--- src/rtl/ldtu_startup_sequencer.sv ---
// ldtu_startup_sequencer: brings the LiTE-DTU datapath out of reset through calibration
// and sync-pattern alignment to normal running, with registered Moore outputs.
module ldtu_startup_sequencer #(
    parameter int                 Nbits_32    = 32,
    parameter int                 CNT_BITS    = 11,
    parameter int                 RST_CYCLES  = 8,
    parameter int                 CAL_TIMEOUT = 1024,
    parameter int                 ALIGN_MIN   = 64,
    parameter logic [Nbits_32-1:0] SYNC_WORD  = 32'hEAAA_AAAA
) (
    input  logic                CLK,
    input  logic                RST_N,
    input  logic                START,
    input  logic                CAL_BUSY,
    input  logic                handshake,
    output logic                DTU_RST,
    output logic                CAL_REQ,
    output logic                TEST_ENABLE,
    output logic [Nbits_32-1:0] DATA32_ATU_0,
    output logic [Nbits_32-1:0] DATA32_ATU_1,
    output logic [Nbits_32-1:0] DATA32_ATU_2,
    output logic [Nbits_32-1:0] DATA32_ATU_3,
    output logic                READY,
    output logic                CAL_FAIL,
    output logic [2:0]          STATE
);
    typedef enum logic [2:0] {
        IDLE      = 3'd0,
        RST_DP    = 3'd1,
        CAL_START = 3'd2,
        CAL_WAIT  = 3'd3,
        ALIGN     = 3'd4,
        RUN       = 3'd5,
        FAIL      = 3'd6
    } state_t;

    state_t                state_q, state_d;
    logic [CNT_BITS-1:0]   cnt_q, cnt_d;
    logic                  dtu_rst_q, dtu_rst_d;
    logic                  cal_req_q, cal_req_d;
    logic                  test_enable_q, test_enable_d;
    logic                  ready_q, ready_d;
    logic                  cal_fail_q, cal_fail_d;
    logic [Nbits_32-1:0]   atu_q, atu_d;

    always_comb begin
        state_d = state_q;
        case (state_q)
            IDLE:      if (START) state_d = RST_DP;
            RST_DP:    if (cnt_q == CNT_BITS'(RST_CYCLES - 1)) state_d = CAL_START;
            CAL_START: if (CAL_BUSY) state_d = CAL_WAIT;
                       else if (cnt_q == CNT_BITS'(CAL_TIMEOUT - 1)) state_d = FAIL;
            CAL_WAIT:  if (!CAL_BUSY) state_d = ALIGN;
                       else if (cnt_q == CNT_BITS'(CAL_TIMEOUT - 1)) state_d = FAIL;
            ALIGN:     if (handshake && cnt_q >= CNT_BITS'(ALIGN_MIN - 1)) state_d = RUN;
            RUN:       if (START) state_d = RST_DP;
            FAIL:      if (START) state_d = RST_DP;
            default:   state_d = IDLE;
        endcase
        cnt_d         = (state_d != state_q) ? '0 : (&cnt_q ? cnt_q : cnt_q + 1'b1);
        // outputs are decoded from the next state so they switch on the same edge as STATE
        dtu_rst_d     = state_d != RUN;
        cal_req_d     = state_d == CAL_START;
        test_enable_d = state_d == ALIGN;
        ready_d       = state_d == RUN;
        cal_fail_d    = state_d == FAIL;
        atu_d         = (state_d == ALIGN) ? SYNC_WORD : '0;
    end

    always_ff @(posedge CLK or negedge RST_N) begin
        if (!RST_N) begin
            state_q       <= IDLE;
            cnt_q         <= '0;
            dtu_rst_q     <= 1'b1;
            cal_req_q     <= 1'b0;
            test_enable_q <= 1'b0;
            ready_q       <= 1'b0;
            cal_fail_q    <= 1'b0;
            atu_q         <= '0;
        end else begin
            state_q       <= state_d;
            cnt_q         <= cnt_d;
            dtu_rst_q     <= dtu_rst_d;
            cal_req_q     <= cal_req_d;
            test_enable_q <= test_enable_d;
            ready_q       <= ready_d;
            cal_fail_q    <= cal_fail_d;
            atu_q         <= atu_d;
        end
    end

    assign STATE        = state_q;
    assign DTU_RST      = dtu_rst_q;
    assign CAL_REQ      = cal_req_q;
    assign TEST_ENABLE  = test_enable_q;
    assign READY        = ready_q;
    assign CAL_FAIL     = cal_fail_q;
    assign DATA32_ATU_0 = atu_q;
    assign DATA32_ATU_1 = atu_q;
    assign DATA32_ATU_2 = atu_q;
    assign DATA32_ATU_3 = atu_q;
endmodule

--- config.mk ---
export PLATFORM = sky130hd
export DESIGN_NAME = ldtu_startup_sequencer
export DESIGN_NICKNAME = d
export VERILOG_FILES = /design/src/rtl/ldtu_startup_sequencer.sv
export SDC_FILE = /design/constraint.sdc
export NUM_CORES = 1
export LEC_CHECK = 0
export CORE_AREA = 3 3 106 68
export CTS_BUF_LIST = sky130_fd_sc_hd__clkbuf_4
export DETAILED_ROUTE_END_ITERATION = 10
export DIE_AREA = 0 0 109 71
export HOLD_SLACK_MARGIN = 0.12
export PLACE_DENSITY = 0.88
export SYNTH_ARGS = -nofsm -noshare
export SYNTH_HDL_FRONTEND = slang
export SYNTH_SLANG_ARGS = --single-unit
--- constraint.sdc ---
create_clock -name CLK -period 2.12 [get_ports CLK]
set_input_delay 0.212 -clock CLK [delete_from_list [all_inputs] [get_ports CLK]]
set_output_delay 0.212 -clock CLK [all_outputs]
set_load 0.1 [all_outputs]
==> impl_metrics.env, run 1 <==
export IMPL_status="complete, but fails checks"
export IMPL_violations="setup timing"
export IMPL_grt_max_degree=39
export IMPL_synthCells=255
export IMPL_finalMaxSlewViolations=0
export IMPL_cap_violations=0
export IMPL_hold_viol=0
export IMPL_fin_total_pwr_w=0.004562
export IMPL_cp_max_fo=6
export IMPL_worst_slack_ps=-41.38
export IMPL_yosysSeqAreaShare=0.2248
export IMPL_final_common_cell="buf_12"
export IMPL_fin_nets=295
export IMPL_max_freq_ghz=0.4627
export IMPL_coreArea_um2=6417
export IMPL_gp_congestion=0.8780
export IMPL_fp_dieH_um=71
export IMPL_drc=0
export IMPL_drive_gt1_frac=0.4549
export IMPL_r2r_slack_ps=-40
export IMPL_syn_to_final_growth_pct=52.63
export IMPL_io_pin_count=141
export IMPL_cp_num_buf_inv=0
export IMPL_fin_crit_sh=1.020
export IMPL_clock_skew_ps=4.860
export IMPL_dp_hpwl_mm=3.895
export IMPL_diodes=0
export IMPL_synth_area_um2=2121
export IMPL_yosysWarnings=0
export IMPL_crit_arrival_ps=2410
export IMPL_vias=1527
export IMPL_grt_ovfl_total=0
export IMPL_grt_pass1_vias=1359
export IMPL_critPathMaxStageDelay_ps=580
export IMPL_yosys_area_top_type="buf_4"
export IMPL_avgRoutedWirePerCell_um=13.10
export IMPL_grt_usage=0.1174
export IMPL_cts_max_level=1
export IMPL_die_area_um2=7739
export IMPL_place_area_um2=3171
export IMPL_ys_top_cells_by_area="buf_4 (45%), dfrtp_1 (21%), a21oi_2 (4.1%), nand2_1 (2.3%), nand3_1 (2.1%)"
export IMPL_ctsRootBufferMaster="clkbuf_4"
export IMPL_crit_family="simple AND/OR/NAND/NOR gates"
export IMPL_numCtsBuffers=3
export IMPL_cts_tree="yes"
export IMPL_powerDensity_nw_per_um2=1409
export IMPL_final_cell_count_no_fill=375
export IMPL_cp_end_kind="flip-flop"
export IMPL_synth_cell_types=44
export IMPL_setup_viol=11
export IMPL_start_util=0.3305
export IMPL_fin_area_um2=3237
export IMPL_start_kind="flip-flop"
export IMPL_cts_max_path_buffers=2
export IMPL_ant_nets=0
export IMPL_port_buffers=80
export IMPL_clk_pin_slew_ps=110
export IMPL_grt_antenna_before_repair=0
export IMPL_drt_vias_per_instance=4.072
export IMPL_path_cells="or4_4 -> nor4_4 -> o22ai_2 -> or4b_4 -> a21oi_2"
export IMPL_cp_slowest_cell="or4_4"
export IMPL_synth_area_per_cell_um2=8.317
export IMPL_ctsHoldBuffers=0
export IMPL_final_cell_mix="buf_12 (73), conb_1 (60), buf_4 (26)"
export IMPL_rsz0062_at_grt="true"
export IMPL_max_vdd_ir_drop_v=0.0006139
export IMPL_crit_type="flip-flop to flip-flop"
export IMPL_pre_cts_ws_ps=-70.99
export IMPL_p_leak_nw=1.428
export IMPL_numPlacedInstances=369
export IMPL_clkLatencyLatePin_ps=300
export IMPL_totalWireLength_mm=4.913
export IMPL_die_w_um=109
export IMPL_worst_hold_path_type="primary input to async pin"
export IMPL_multi_input_area_um2=905.9
export IMPL_fp_row_count=23
export IMPL_ys_ff_latch=19
export IMPL_cts_num_sinks=19
export IMPL_drt_first_pass_iters=4
export IMPL_grt_pass1_wl_mm=7.389
export IMPL_synth_top_area_share=0.4531
export IMPL_min_period_ps=2161
export IMPL_fillers=550
export IMPL_regArea_um2=486.7
export IMPL_drt_iter0_drc=51
export IMPL_crit_required_ps=2360
registers in the layout (all words and copies together), names as in the netlist:
signal	flops
READY	1
CAL_FAIL	1
cnt_q	11
DATA32_ATU_0	1
DTU_RST	1
CAL_REQ	1
STATE	3
per-stage QoR:
stage	TNS (ps)	utilization	hold WS (ps)
6_report	-207.0	0.5044	225.1
5_1_grt	-910.0	0.5044	242.3
4_1_cts	-352.9	0.5026	224.4
3_5_place_dp	-372.1	0.4941	571.7
3_3_place_gp	-1.441	0.4941	560.2
2_1_floorplan	-29.71	-	-83.59
power by group:
group	total [W]	internal (W)	switching (W)
Combinational	0.00385	0.00111	0.00274
Sequential	0.000527	0.000448	0.0000793
Clock	0.000186	0.0000705	0.000115
Total	0.00456	0.00163	0.00294
timing repair:
action,CTS,global route
cloned,1,0
endpoints found under the setup margin,11,13
resized for setup,3,1
pin swaps,1,2
endpoints found under the hold margin,0,0
buffers inserted,0,1
final cells by class:
class	count	area share
clock inverters	1	0.001546
flip-flops and latches	19	0.1504
multi-input cells	159	0.2799
well taps	87	0.03363
inverters	3	0.003479
repair buffers	103	0.5242
clock buffers	3	0.006958
cell usage after synthesis, drive strengths merged:
cell    instances
o21a            1
conb            1
dfstp           1
or2             1
a21o            1
a31o            1
clkbuf          3
a21oi          16
or4             1
o21ai           5
xnor2           3
nand2          13
nand3           9
dfrtp          18
mux2            1
nor4            2
ha              1
or4b            1
or3             1
o211ai          1
nand4           3
and3            3
maj3            1
nor2b           3
o21bai          1
nor4b           1
nor3b           1
inv             3
buf           131
o22ai           1
xor2            2
o41ai           1
and2            1
mux2i           2
nand3b          1
nor3            3
a211oi          3
and3b           2
nor2           11
worst paths after layout:
path	from	end	cells past startpoint
hold reg to reg	cnt_q[1]	cnt_q[1]	2
min in group CLK	cnt_q[1]	cnt_q[1]	2
setup reg to reg	cnt_q[10]	cnt_q[7]	5
setup / recovery	cnt_q[10]	cnt_q[7]	5
max in group asynchronous	RST_N	DTU_RST	2
hold / removal	RST_N	STATE[0]	2
logic make-up after synthesis:
| kind of cell | Yosys count | synth area share |
|---|---|---|
| flip-flops | 19 | 0.2248 |
| buffers and inverters | 137 | 0.4737 |
| AO/OA/AOI/OAI | 31 | 0.1032 |
| multiplexers | 3 | 0.01475 |
| XOR/XNOR | 5 | 0.02065 |
| adder cells (fa/ha/maj) | 2 | 0.01062 |
| AND/OR/NAND/NOR | 57 | 0.1505 |
| other | 1 | 0.001768 |
routing by layer:
layer | global-route usage | share of wire | routed length (um)
met5 | 0 | 0 | 0
met3 | 0.02735 | 0.081 | 398
met1 | 0.1550 | 0.42 | 2073
met4 | 0.03641 | 0.014 | 70
met2 | 0.1905 | 0.48 | 2370
No activity file was read; power rests on OpenSTA's default activity.
==> run 2, diff against run 1 <==
--- a/config.mk
+++ b/config.mk
@@ -5,10 +5,11 @@
 export SDC_FILE = /design/constraint.sdc
 export NUM_CORES = 1
 export LEC_CHECK = 0
-export CORE_AREA = 3 3 106 68
+export ABC_AREA = 1
+export CORE_AREA = 3 3 107 68
 export CTS_BUF_LIST = sky130_fd_sc_hd__clkbuf_4
 export DETAILED_ROUTE_END_ITERATION = 10
-export DIE_AREA = 0 0 109 71
+export DIE_AREA = 0 0 110 71
 export HOLD_SLACK_MARGIN = 0.12
 export PLACE_DENSITY = 0.88
 export SYNTH_ARGS = -nofsm -noshare
==> run 2 against run 1 <==
Net effect:
- the flow now finishes without violations
- setup slack better by 280 ps
- fmax up 15%
- sequential share of layout area up 0.63 points
- final cell count up 2.9%
- power down 18%
- synthesized cell count up 11%
- clock power about the same
- sequential power down 0.9%
- combinational power down 21%
- sequential cell count unchanged
- critical endpoint is now cnt_q[3]
- largest cell class unchanged
- largest power group unchanged
==> impl_metrics.env, run 2 <==
export IMPL_rsz0062_at_grt="false"
export IMPL_crit_required_ps=2360
export IMPL_drc=0
export IMPL_p_int_w=0.001243
export IMPL_final_cell_mix="buf_12 (71), conb_1 (60), nand2_1 (27)"
export IMPL_pwr_share_clk=0.049
export IMPL_synth_area_per_cell_um2=7.645
export IMPL_synth_ff_type="dfrtp_1"
export IMPL_cap_violations=0
export IMPL_cts_tree="yes"
export IMPL_drt_iter0_drc=151
export IMPL_port_buffers=80
export IMPL_worst_slack_ps=233.7
export IMPL_grt_max_degree=42
export IMPL_r2r_end="cnt_q[3]"
export IMPL_pre_cts_ws_ps=182.0
export IMPL_fin_crit_sh=0.8897
export IMPL_hold_viol=0
export IMPL_post_cts_buffers=0
export IMPL_vias=1437
export IMPL_seqPwrFrac=0.140
export IMPL_diodes=0
export IMPL_cts_num_sinks=19
export IMPL_fin_hold_ws_ps=219.3
export IMPL_start_util=0.3329
export IMPL_clk_pin_slew_ps=110
export IMPL_ys_top_cells_by_count="buf_4 (128), nand2_1 (27), nor2_1 (26)"
export IMPL_cp_max_fo=11
export IMPL_crit_type="flip-flop to flip-flop"
export IMPL_synthMostInstantiatedCell="buf_4"
export IMPL_r2r_slack_ps=230
export IMPL_fin_nets=306
export IMPL_synthCells=282
export IMPL_gp_congestion=0.8572
export IMPL_grt_pass1_wl_mm=6.561
export IMPL_yosysSeqAreaShare=0.2211
export IMPL_drive_gt1_frac=0.4114
export IMPL_grt_pass1_vias=1259
export IMPL_max_freq_ghz=0.5302
export IMPL_status="complete, no violations"
export IMPL_rr_startpoint="cnt_q[1]"
export IMPL_drt_first_pass_iters=4
export IMPL_synth_cell_types=26
export IMPL_synth_area_um2=2156
export IMPL_r2r_cells=11
export IMPL_cts_resized_gates=0
export IMPL_numCtsBuffers=3
export IMPL_fin_setup_tns_ps=0
export IMPL_coreArea_um2=6475
export IMPL_min_period_ps=1886
export IMPL_syn_to_final_growth_pct=42.25
export IMPL_p_leak_nw=1.454
export IMPL_swShare=0.6676
export IMPL_postLayoutCoreUtil=0.4736
export IMPL_setup_viol=0
export IMPL_ctsRootBufferMaster="clkbuf_4"
export IMPL_worst_hold_path_type="primary input to async pin"
export IMPL_clock_skew_ps=11.41
export IMPL_powerDensity_nw_per_um2=1219
export IMPL_crit_arrival_ps=2120
export IMPL_fp_row_count=23
export IMPL_max_vdd_ir_drop_v=0.0004387
export IMPL_ant_nets=0
export IMPL_die_area_um2=7810
export IMPL_ys_ff_latch=19
export IMPL_grt_usage=0.1038
export IMPL_ys_top_cells_by_area="buf_4 (45%), dfrtp_1 (21%), nand2_1 (4.7%), nor2_1 (4.5%), nor2_2 (3.2%)"
export IMPL_numPlacedInstances=382
export IMPL_io_pin_count=141
export IMPL_die_w_um=110
export IMPL_totalWireLength_mm=4.611
export IMPL_cts_max_level=1
export IMPL_drt_vias_per_instance=3.723
export IMPL_synth_top_area_share=0.4457
export IMPL_largest_reg_flops=11
export IMPL_grt_antenna_before_repair=0
export IMPL_finalMaxSlewViolations=0
export IMPL_ys_async_sr_fraction=1.000
export IMPL_clkLatencyLatePin_ps=300
export IMPL_grt_ovfl_total=0
export IMPL_ctsHoldBuffers=0
export IMPL_cp_end_kind="flip-flop"
export IMPL_yosys_area_top_type="buf_4"
export IMPL_avgRoutedWirePerCell_um=11.95
export IMPL_yosysWarnings=0
export IMPL_fp_dieH_um=71
export IMPL_pwr_share_comb=0.812
export IMPL_dp_hpwl_mm=3.937
export IMPL_final_cell_count_no_fill=386
export IMPL_largest_register="cnt_q"
export IMPL_cts_max_path_buffers=2
export IMPL_final_common_cell="buf_12"
export IMPL_synth_edff_count=0
export IMPL_start_kind="flip-flop"
export IMPL_power_switching_w=0.002496
-- run 2: area by class of cell --
class / count / area, um2
clock inverters: 1 / 5.005
multi-input cells: 174 / 857.1
well taps: 87 / 108.9
fillers: 589 / 3408
repair buffers: 83 / 1521
flip-flops and latches: 19 / 480.5
inverters: 19 / 71.32
clock buffers: 3 / 22.52
-- run 2: layer usage --
layer / wire (um) / GRT usage / vias up
li1: - / - / 719
met1: 1822 / 0.1302 / 633
met2: 2269 / 0.1761 / 79
met3: 490 / 0.03737 / 6
met4: 29 / 0.01245 / 0
met5: 0 / 0 / -
-- run 2: cell families (layout without fill, tap and decap cells) --
group	count (synthesis)	after routing	share of synthesized area
AO/OA/AOI/OAI	8	8	0.02612
buffers and inverters	148	106	0.4840
adder cells (fa/ha/maj)	1	1	0.005803
XOR/XNOR	2	2	0.008127
flip-flops	19	19	0.2211
AND/OR/NAND/NOR	102	102	0.2484
other	1	60	0.001739
multiplexers	1	1	0.004643
-- run 2: how the worst max path moves through the flow --
stage                   from        to  slack [ps]  cells past startpoint
floorplan           STATE[2]  cnt_q[5]          60                      8
global placement    CAL_BUSY  cnt_q[3]         260                      7
detailed placement  CAL_BUSY  cnt_q[3]         180                      7
CTS                 cnt_q[1]  cnt_q[3]         230                     11
global route        cnt_q[1]  cnt_q[3]          10                     11
finish              cnt_q[1]  cnt_q[3]         230                     11
-- run 2: stage by stage --
stage	cell area (um2)	total power, W
5_1_grt	3067	0.003882
6_report	3067	0.003739
2_1_floorplan	2381	0.003052
3_3_place_gp	3039	0.003518
4_1_cts	3067	0.003763
3_5_place_dp	3039	0.003577
-- run 2: critical path, stage by stage, from the launching register on --
cell     delay [ps]
dfrtp_1         390
ha_1            200
nand2_2          90
nor2_1           90
nand2_1          80
nor2_1          110
nor2_1           70
nor2_4          120
nand3_4          90
nand2_1          80
nand3_2         290
nor2_1          190
-- run 2: power groups by stage --
stage | clock [W] | sequential, W | combinational [W]
CTS | 0.000192 | 0.000522 | 0.00305
detailed placement | 0 | 0.000529 | 0.00305
global route | 0.000206 | 0.000534 | 0.00314
global placement | 0 | 0.000522 | 0.00300
finish | 0.000183 | 0.000522 | 0.00303
floorplan | 0 | 0.000775 | 0.00228
==> run 3, diff against run 2 <==
--- a/config.mk
+++ b/config.mk
@@ -6,12 +6,12 @@
 export NUM_CORES = 1
 export LEC_CHECK = 0
 export ABC_AREA = 1
-export CORE_AREA = 3 3 107 68
+export CORE_AREA = 2 2 106 67
 export CTS_BUF_LIST = sky130_fd_sc_hd__clkbuf_4
 export DETAILED_ROUTE_END_ITERATION = 10
-export DIE_AREA = 0 0 110 71
+export DIE_AREA = 0 0 108 69
 export HOLD_SLACK_MARGIN = 0.12
-export PLACE_DENSITY = 0.88
+export PLACE_DENSITY = 0.78
 export SYNTH_ARGS = -nofsm -noshare
 export SYNTH_HDL_FRONTEND = slang
 export SYNTH_SLANG_ARGS = --single-unit
==> constraint.sdc (replaced) <==
create_clock -name CLK -period 1.6 [get_ports CLK]
set_input_delay 0.16 -clock CLK [delete_from_list [all_inputs] [get_ports CLK]]
set_output_delay 0.16 -clock CLK [all_outputs]
set_load 0.1 [all_outputs]
==> run 3 against run 2 <==
Net effect:
- the flow now finishes with violations (setup timing)
- clock-buffer cell count stayed put
- global-route usage is 2.7 points higher
- via count is 9.7% higher
- fmax is 12% higher
- sequential power is 46% higher
- highest routed layer unchanged
==> impl_metrics.env, run 3 (synthesis results as in run 2) <==
export IMPL_gp_congestion=0.8788
export IMPL_grt_usage=0.1309
export IMPL_largest_reg_flops=11
export IMPL_grt_use_met1=0.1677
export IMPL_cp_num_buf_inv=4
export IMPL_syn_to_final_growth_pct=60.30
export IMPL_numCtsBuffers=3
export IMPL_critPathMaxStageDelay_ps=410
export IMPL_avgRoutedWirePerCell_um=12.65
export IMPL_rr_startpoint="cnt_q[0]"
export IMPL_drt_vias_per_instance=3.891
export IMPL_violations="setup timing"
export IMPL_cts_tree="yes"
export IMPL_max_freq_ghz=0.5958
export IMPL_grt_antenna_before_repair=0
export IMPL_cp_end_kind="flip-flop"
export IMPL_dp_hpwl_mm=4.191
export IMPL_drt_first_pass_iters=4
export IMPL_ctsRootBufferMaster="clkbuf_4"
export IMPL_p_leak_nw=1.633
export IMPL_vias=1576
export IMPL_cp_depth=12
export IMPL_min_period_ps=1678
export IMPL_r2r_slack_ps=-80
export IMPL_grt_pass1_wl_mm=7.941
export IMPL_fin_nets=325
export IMPL_cts_num_sinks=19
export IMPL_busiest_layer="met2"
export IMPL_crit_type="flip-flop to flip-flop"
export IMPL_cts_max_path_buffers=2
export IMPL_clkLatencyLatePin_ps=310
export IMPL_fin_crit_sh=1.049
export IMPL_io_pin_count=141
export IMPL_worst_hold_path_type="primary input to async pin"
export IMPL_powerDensity_nw_per_um2=1620
export IMPL_cp_slowest_cell="dfrtp_1"
export IMPL_cap_violations=0
export IMPL_crit_arrival_ps=1880
export IMPL_setup_viol=13
export IMPL_worst_slack_ps=-78.34
export IMPL_postLayoutCoreUtil=0.5337
export IMPL_cts_max_level=1
export IMPL_drc=0
export IMPL_fp_row_count=23
export IMPL_status="complete, but fails checks"
export IMPL_die_area_um2=7452
export IMPL_cp_max_fo=6
export IMPL_clock_skew_ps=10.66
export IMPL_drive_gt1_frac=0.5000
export IMPL_totalWireLength_mm=5.124
export IMPL_die_w_um=108
export IMPL_grt_pass1_vias=1423
export IMPL_grt_max_degree=43
export IMPL_path_cells="buf_4 -> buf_4 -> inv_1 -> nor2_2 -> nand3_1 -> nand3_1 -> nand2_2 -> nand3_4 -> nand2_2 -> nand3_2 -> buf_6 -> nor2_2"
export IMPL_largest_register="cnt_q"
export IMPL_clk_pin_slew_ps=120
export IMPL_drt_iter0_drc=67
export IMPL_port_buffers=80
export IMPL_pre_cts_ws_ps=-70.66
export IMPL_start_kind="flip-flop"
export IMPL_diodes=0
export IMPL_fillers=545
export IMPL_final_cell_mix="buf_12 (77), conb_1 (60), nand2_1 (23)"
export IMPL_ant_nets=0
export IMPL_crit_start="cnt_q[0]"
export IMPL_final_common_cell="buf_12"
export IMPL_coreArea_um2=6475
export IMPL_rsz0062_at_grt="true"
export IMPL_r2r_cells=12
export IMPL_crit_required_ps=1800
export IMPL_grt_ovfl_total=0
export IMPL_globalRouteMet2Util=0.2215
export IMPL_hold_viol=0
export IMPL_finalMaxSlewViolations=0
export IMPL_crit_end="cnt_q[0]"
export IMPL_start_util=0.3329
export IMPL_met3_usage=0.04541
export IMPL_r2r_end="cnt_q[0]"
export IMPL_max_vdd_ir_drop_v=0.0007692
export IMPL_crit_family="simple AND/OR/NAND/NOR gates"
export IMPL_fp_dieH_um=69
run 3: area by class of cell:
| cell class | instances | area, um2 | share of cell area |
|---|---|---|---|
| clock buffer | 3 | 22.52 | 0.006517 |
| clock inverter | 1 | 5.005 | 0.001448 |
| inverter | 19 | 76.32 | 0.02209 |
| multi-input combinational | 174 | 967.2 | 0.2799 |
| sequential | 19 | 491.7 | 0.1423 |
| tap | 87 | 108.9 | 0.03150 |
| timing repair buffer | 102 | 1784 | 0.5163 |
run 3: where the power goes:
group	internal (W)	switching, W	total (W)
sequential	0.000595	0.000168	0.000762
combinational	0.00137	0.00322	0.00458
clock	0.0000935	0.000159	0.000252
run 3: stage by stage:
step / total power [W] / instances / hold slack [ps] / instance area [um2] / setup TNS [ps]
6_report: 0.005600 / 405 / 162.9 / 3456 / -820.1
5_1_grt: 0.005809 / 405 / 198.4 / 3456 / -2880
4_1_cts: 0.005429 / 402 / 168.9 / 3366 / -260.0
3_5_place_dp: 0.005057 / 395 / 518.2 / 3266 / -636.8
3_3_place_gp: 0.005007 / 395 / 507.3 / 3266 / -160.9
2_1_floorplan: 0.004137 / 341 / -135.6 / 2426 / -83.13
run 3: how the worst min path moves through the flow:
stage	from	endpoint	slack [ps]	cells after the start
CTS	RST_N	cnt_q[6]	170	2
floorplan	RST_N	CAL_FAIL	-140	0
global placement	RST_N	STATE[2]	510	2
global route	RST_N	cnt_q[10]	200	2
detailed placement	RST_N	cnt_q[6]	520	2
finish	RST_N	cnt_q[6]	160	2
run 3: metal layers:
layer / up-vias / share of wire
met1: 732 / 0.41
met3: 4 / 0.098
met2: 80 / 0.49
li1: 760 / -
met4: 0 / 0.0055
met5: - / 0
run 3: timing repair:
action                     4_1_cts  5_1_grt
setup buffers                    3        2
resized for setup               11       11
pin swaps                       11        7
gates cloned                     0        1
hold buffers                     0        0
setup endpoints to repair       54       59
